## src/rtl/mem_arbiter_pkg.sv

```systemverilog
// Shared definitions for the IF/MEM memory arbiter: FSM state encoding and
// the default memory latency.
package mem_arbiter_pkg;

  localparam int MEM_LAT_DEFAULT = 4;

  typedef enum logic [1:0] {
    ST_IDLE    = 2'd0,
    ST_IF_BUSY = 2'd1,
    ST_DM_BUSY = 2'd2,
    ST_IF_DROP = 2'd3
  } arb_state_e;

endpackage

```

## src/rtl/mem_lat_counter.sv

```systemverilog
// Down-counter that times one memory access: loaded with MEM_LAT-1 at grant,
// decremented while the access is in flight, flags zero on the final cycle.
module mem_lat_counter #(
  parameter int MEM_LAT = 4
) (
  input  logic clk,
  input  logic rst_n,
  input  logic load,
  input  logic dec,
  output logic zero
);

  localparam int CNT_W = $clog2(MEM_LAT + 1);

  logic [CNT_W-1:0] cnt;

  // NOTE: sequential state uses non-blocking assignments only, so every
  // register samples pre-edge values regardless of block ordering.
  always_ff @(posedge clk or negedge rst_n) begin
    if (!rst_n) begin
      cnt <= '0;
    end else if (load) begin
      cnt <= CNT_W'(MEM_LAT - 1);
    end else if (dec && cnt != '0) begin
      cnt <= cnt - CNT_W'(1);
    end
  end

  assign zero = (cnt == '0);

endmodule

```

## src/rtl/mem_arbiter.sv

```systemverilog
// Arbitrates a single-ported fixed-latency memory between instruction fetch
// and data access, with data priority, flush-aware fetch and stall outputs.
module mem_arbiter
  import mem_arbiter_pkg::*;
#(
  parameter int ADDR_W  = 16,
  parameter int DATA_W  = 16,
  parameter int MEM_LAT = MEM_LAT_DEFAULT
) (
  input  logic              clk,
  input  logic              rst_n,
  input  logic              if_req,
  input  logic [ADDR_W-1:0] if_addr,
  input  logic              if_flush,
  output logic [DATA_W-1:0] if_rdata,
  output logic              if_done,
  input  logic              dm_req,
  input  logic              dm_wr,
  input  logic [ADDR_W-1:0] dm_addr,
  input  logic [DATA_W-1:0] dm_wdata,
  output logic [DATA_W-1:0] dm_rdata,
  output logic              dm_done,
  output logic              stall_if,
  output logic              stall_dm,
  output logic              mem_en,
  output logic              mem_wr,
  output logic [ADDR_W-1:0] mem_addr,
  output logic [DATA_W-1:0] mem_wdata,
  input  logic [DATA_W-1:0] mem_rdata
);

  arb_state_e        state, state_nxt;
  logic              grant_if, grant_dm;
  logic              if_done_set, dm_done_set;
  logic              if_done_q, dm_done_q;
  logic              acc_wr;
  logic              cnt_zero;
  logic [DATA_W-1:0] if_rdata_q, dm_rdata_q;

  mem_lat_counter #(.MEM_LAT(MEM_LAT)) u_lat_cnt (
    .clk   (clk),
    .rst_n (rst_n),
    .load  (grant_if | grant_dm),
    .dec   (state != ST_IDLE),
    .zero  (cnt_zero)
  );

  // NOTE: every output of this block gets a default first, so no path
  // through the case statement can infer a latch.
  always_comb begin
    state_nxt   = state;
    grant_if    = 1'b0;
    grant_dm    = 1'b0;
    if_done_set = 1'b0;
    dm_done_set = 1'b0;
    unique case (state)
      ST_IDLE: begin
        // A requester still high during its own done cycle is not a new request.
        if (dm_req && !dm_done_q) begin
          grant_dm  = 1'b1;
          state_nxt = ST_DM_BUSY;
        end else if (if_req && !if_done_q && !if_flush) begin
          grant_if  = 1'b1;
          state_nxt = ST_IF_BUSY;
        end
      end
      ST_IF_BUSY: begin
        if (cnt_zero) begin
          if_done_set = !if_flush;
          state_nxt   = ST_IDLE;
        end else if (if_flush) begin
          state_nxt = ST_IF_DROP;
        end
      end
      ST_IF_DROP: begin
        if (cnt_zero) state_nxt = ST_IDLE;
      end
      ST_DM_BUSY: begin
        if (cnt_zero) begin
          dm_done_set = 1'b1;
          state_nxt   = ST_IDLE;
        end
      end
      default: state_nxt = ST_IDLE;
    endcase
  end

  always_ff @(posedge clk or negedge rst_n) begin
    if (!rst_n) begin
      state      <= ST_IDLE;
      mem_en     <= 1'b0;
      mem_wr     <= 1'b0;
      mem_addr   <= '0;
      mem_wdata  <= '0;
      acc_wr     <= 1'b0;
      if_done_q  <= 1'b0;
      dm_done_q  <= 1'b0;
      if_rdata_q <= '0;
      dm_rdata_q <= '0;
    end else begin
      state     <= state_nxt;
      mem_en    <= grant_if | grant_dm;
      mem_wr    <= grant_dm & dm_wr;
      if_done_q <= if_done_set;
      dm_done_q <= dm_done_set;
      if (grant_dm) begin
        mem_addr  <= dm_addr;
        mem_wdata <= dm_wdata;
        acc_wr    <= dm_wr;
      end else if (grant_if) begin
        mem_addr <= if_addr;
        acc_wr   <= 1'b0;
      end
      if (if_done)             if_rdata_q <= mem_rdata;
      if (dm_done_q && !acc_wr) dm_rdata_q <= mem_rdata;
    end
  end

  // Memory data is valid only in the done cycle, so it is forwarded straight
  // through then and the captured copy is held afterwards.
  assign if_done  = if_done_q & ~if_flush;
  assign dm_done  = dm_done_q;
  assign if_rdata = if_done ? mem_rdata : if_rdata_q;
  assign dm_rdata = (dm_done_q && !acc_wr) ? mem_rdata : dm_rdata_q;
  assign stall_if = if_req & ~if_done;
  assign stall_dm = dm_req & ~dm_done;

endmodule

```

## config.mk

```make
export PLATFORM = sky130hd
export DESIGN_NAME = mem_arbiter
export DESIGN_NICKNAME = d
export VERILOG_FILES = /design/src/rtl/mem_arbiter_pkg.sv /design/src/rtl/mem_lat_counter.sv /design/src/rtl/mem_arbiter.sv
export SDC_FILE = /design/constraint.sdc
export NUM_CORES = 1
export LEC_CHECK = 0
export ABC_AREA = 1
export CAP_MARGIN = 20
export CORE_ASPECT_RATIO = 1.5
export CORE_MARGIN = 2
export CORE_UTILIZATION = 30
export CTS_BUF_LIST = sky130_fd_sc_hd__clkbuf_4 sky130_fd_sc_hd__clkbuf_8
export CTS_CLUSTER_SIZE = 12
export DETAILED_ROUTE_END_ITERATION = 6
export PLACE_DENSITY_LB_ADDON = 0.3
export SETUP_SLACK_MARGIN = 0.2
export SLEW_MARGIN = 10
export SYNTH_ARGS = -nofsm -noshare
export SYNTH_HDL_FRONTEND = slang
export SYNTH_SLANG_ARGS = --single-unit
```

## constraint.sdc

```tcl
create_clock -name clk -period 3.4 [get_ports clk]
set_input_delay 0.68 -clock clk [delete_from_list [all_inputs] [get_ports clk]]
set_output_delay 0.68 -clock clk [all_outputs]
set_load 0.005 [all_outputs]
```

==> results.cfg <==
[pwr]
total_power_mw = 3.94
p_clk_share_pct = 15.6
ir_drop_uv = 306
p_comb_share_pct = 47.6
seqPwrFrac_pct = 36.8
intPower_mw = 2.59
switching_share_pct = 34.1
power_density_mw_per_mm2 = 804
p_leak_nw = 2.41
switchingPower_mw = 1.34

[final_layout]
post-route-util_pct = 46.3
drive_gt1_share_pct = 7.75
n_antenna_cell = 0
final.fill_count = 1078
fin_area_mm2 = 0.00490
syn2layout_area_growth_pct = 50.4
final_cells = 660
fin_nets = 583

[place]
place_ws_ns = 0.312
place_area_mm2 = 0.00472
hpwlAfterDp_um = 6220
io_buffers = 139
gp_congestion = 0.760
placed_cells = 644

[timing]
setup_ws_ns = 0.339
worst_pin_slew_ns = 0.943
relSlewSlack_pct = 37.1
whs_ns = 0.468
rsz0062_at_grt = false
skew_ns = 0.00847
post-route-period-util_pct = 90.0
fin_setup_tns_ns = 0
fmax_mhz = 327
slew_viol_final = 0
hold_violations = 0
finalSetupViolCount = 0
fin_crit_ns = 3.06

[clock_tree]
cts_root_buf = clkbuf_8
cts_buffers = 9
post_cts.repair.setup_buffers = 0
cts_sinks = 74
cts_max_level = 3
clk_transition_reported_paths_ns = 0.07
clk_path_buf_depth = 2
clk_latency_ns = 0.35
cts_tree = built

[critical_path]
criticalPathCategory = in -> out
path_buf_inv = 4
cp-start-kind = primary input
critical-path-slowest-cell = clkdlybuf4s50_1
critPathMaxFanout = 32
crit_top_cell = clkdlybuf4s50_1
cp.arrival_ns = 2.38
critPathTopFamily = buffers and inverters
worstPathCellList = clkdlybuf4s50_1, nor2_1, inv_1, buf_12, o21ai_0, clkdlybuf4s50_1
critPathRequiredTime_ns = 2.72
end_kind = output port
worst_path_largest_cell_delay_ns = 0.55

[detailed_routing]
dr.first_iter.drc_count = 51
postRouteAntennaNets = 0
drc = 0
routed_wl_um = 8450
via_per_inst = 4.41
wl_per_cell_um = 12.8
first_pass_iters = 4
vias = 2911

[synth]
synth_area_mm2 = 0.00326
synth_fp_nets = 448
syn_area_per_cell_um2 = 8.66
yosysSeqAreaShare_pct = 56.9
ys_ff_latch = 74
synth_cells = 376
ys_warn_count = 0
yosysUniqueCellTypes = 21

[floorplanning]
core_area_mm2 = 0.0106
initial_core_util_pct = 30.8
fp.dieH_um = 132
rows = 46
io_pins = 140
die_area_mm2 = 0.0117
die_x_um = 89.1

[global_routing]
grt_max_degree = 75
overflow = 0
antenna_found_initial = 0
grt_pass1_wl_um = 13600
grt_util_all_layers_pct = 14.9
first_global_vias = 2869

[flow_run]
cap_violations = 0

[run_status]
outcome = completed

[worst_hold_path]
hp-class = reg -> reg
[cell type report]
type	instances	area [µm²]	share of cell area, %
clock inverters	3	15.0	0.307
inverters	28	105	2.15
flip-flops and latches	74	1850	37.8
clock buffers	13	160	3.27
repair buffers	143	1430	29.2
multi-input cells	255	1150	23.6
well taps	144	180	3.68
[layer usage]
metal / up-vias / global-route usage, % / routed length [µm]
met5: - / 0 / 0
li1: 1447 / - / -
met3: 13 / 5.90 / 878
met1: 1322 / 16.6 / 3310
met2: 129 / 24.5 / 4060
met4: 0 / 6.55 / 191
[kinds of logic after synthesis]
family / after synthesis / synth area share [%]
and+or+nand+nor: 219 / 27.7
DFF: 74 / 56.9
buffers and inverters: 47 / 7.68
AOI/OAI and AO/OA: 34 / 6.95
adders and majority gates: 2 / 0.768
[flip-flops by register name (all words and copies together), names as in the netlist]
register,count
state,2
mem_en,1
mem_wdata,16
u_lat_cnt.cnt,3
if_rdata_q,16
dm_rdata_q,16
mem_addr,16
acc_wr,1
dm_done,1
mem_wr,1
if_done_q,1
[cells in the mapped netlist, drive strengths merged]
master,number,area share (%)
a21oi,1,0.50
ha,2,0.77
buf,17,4.2
nand2,168,20
nor4,1,0.19
nand3,40,6.1
o21ai,33,6.5
nor3,1,0.15
clkbuf,2,0.23
dfrtp,74,57
nor2,8,1.4
or2,1,0.19
inv,28,3.2
[tightest hold or removal path, stage by stage (launching register included)]
cell and delay (ns):
dfrtp_1 0.32, nand2_1 0.06, o21ai_2 0.06
[worst paths after layout]
path | start | end | slack [ns] | depth (start not counted)
min reg2reg | dm_rdata_q[2]$_DFF_PN0_ | dm_rdata_q[2]$_DFF_PN0_ | 0.47 | 2
max | if_flush | if_rdata[7] | 0.34 | 6
min in group asynchronous | rst_n | dm_rdata_q[15]$_DFF_PN0_ | 0.48 | 1
min | dm_rdata_q[2]$_DFF_PN0_ | dm_rdata_q[2]$_DFF_PN0_ | 0.47 | 2
max in group asynchronous | rst_n | mem_wdata[11]$_DFFE_PN0P_ | 2.32 | 1
max reg2reg | state[1]$_DFFE_PN0P_ | mem_addr[15]$_DFFE_PN0P_ | 1.48 | 7
[power by group through the flow]
stage / logic [mW] / registers (mW) / clock network (mW)
after floorplan: 0.883 / 1.46 / 0
after global placement: 1.86 / 1.46 / 0
after detailed placement: 1.91 / 1.47 / 0
after CTS: 1.91 / 1.46 / 0.644
after global routing: 2.11 / 1.50 / 0.672
final: 1.87 / 1.45 / 0.612
[cell usage in the layout, fill, tap and decap left out, types with 3 or more instances in the layout]
cell,count
o21ai_2,12
dfrtp_1,74
clkbuf_8,10
clkinv_2,3
clkbuf_4,3
buf_4,4
nor2_1,6
inv_1,26
o21ai_0,15
nand2_1,166
nand3_1,40
clkdlybuf4s50_1,138
o21ai_1,6
[what timing repair did]
action	in CTS	in global routing
endpoints found under the setup margin	0	2
hold buffers	0	0
gates resized for setup	0	2
No activity file was read; power rests on OpenSTA's default activity.
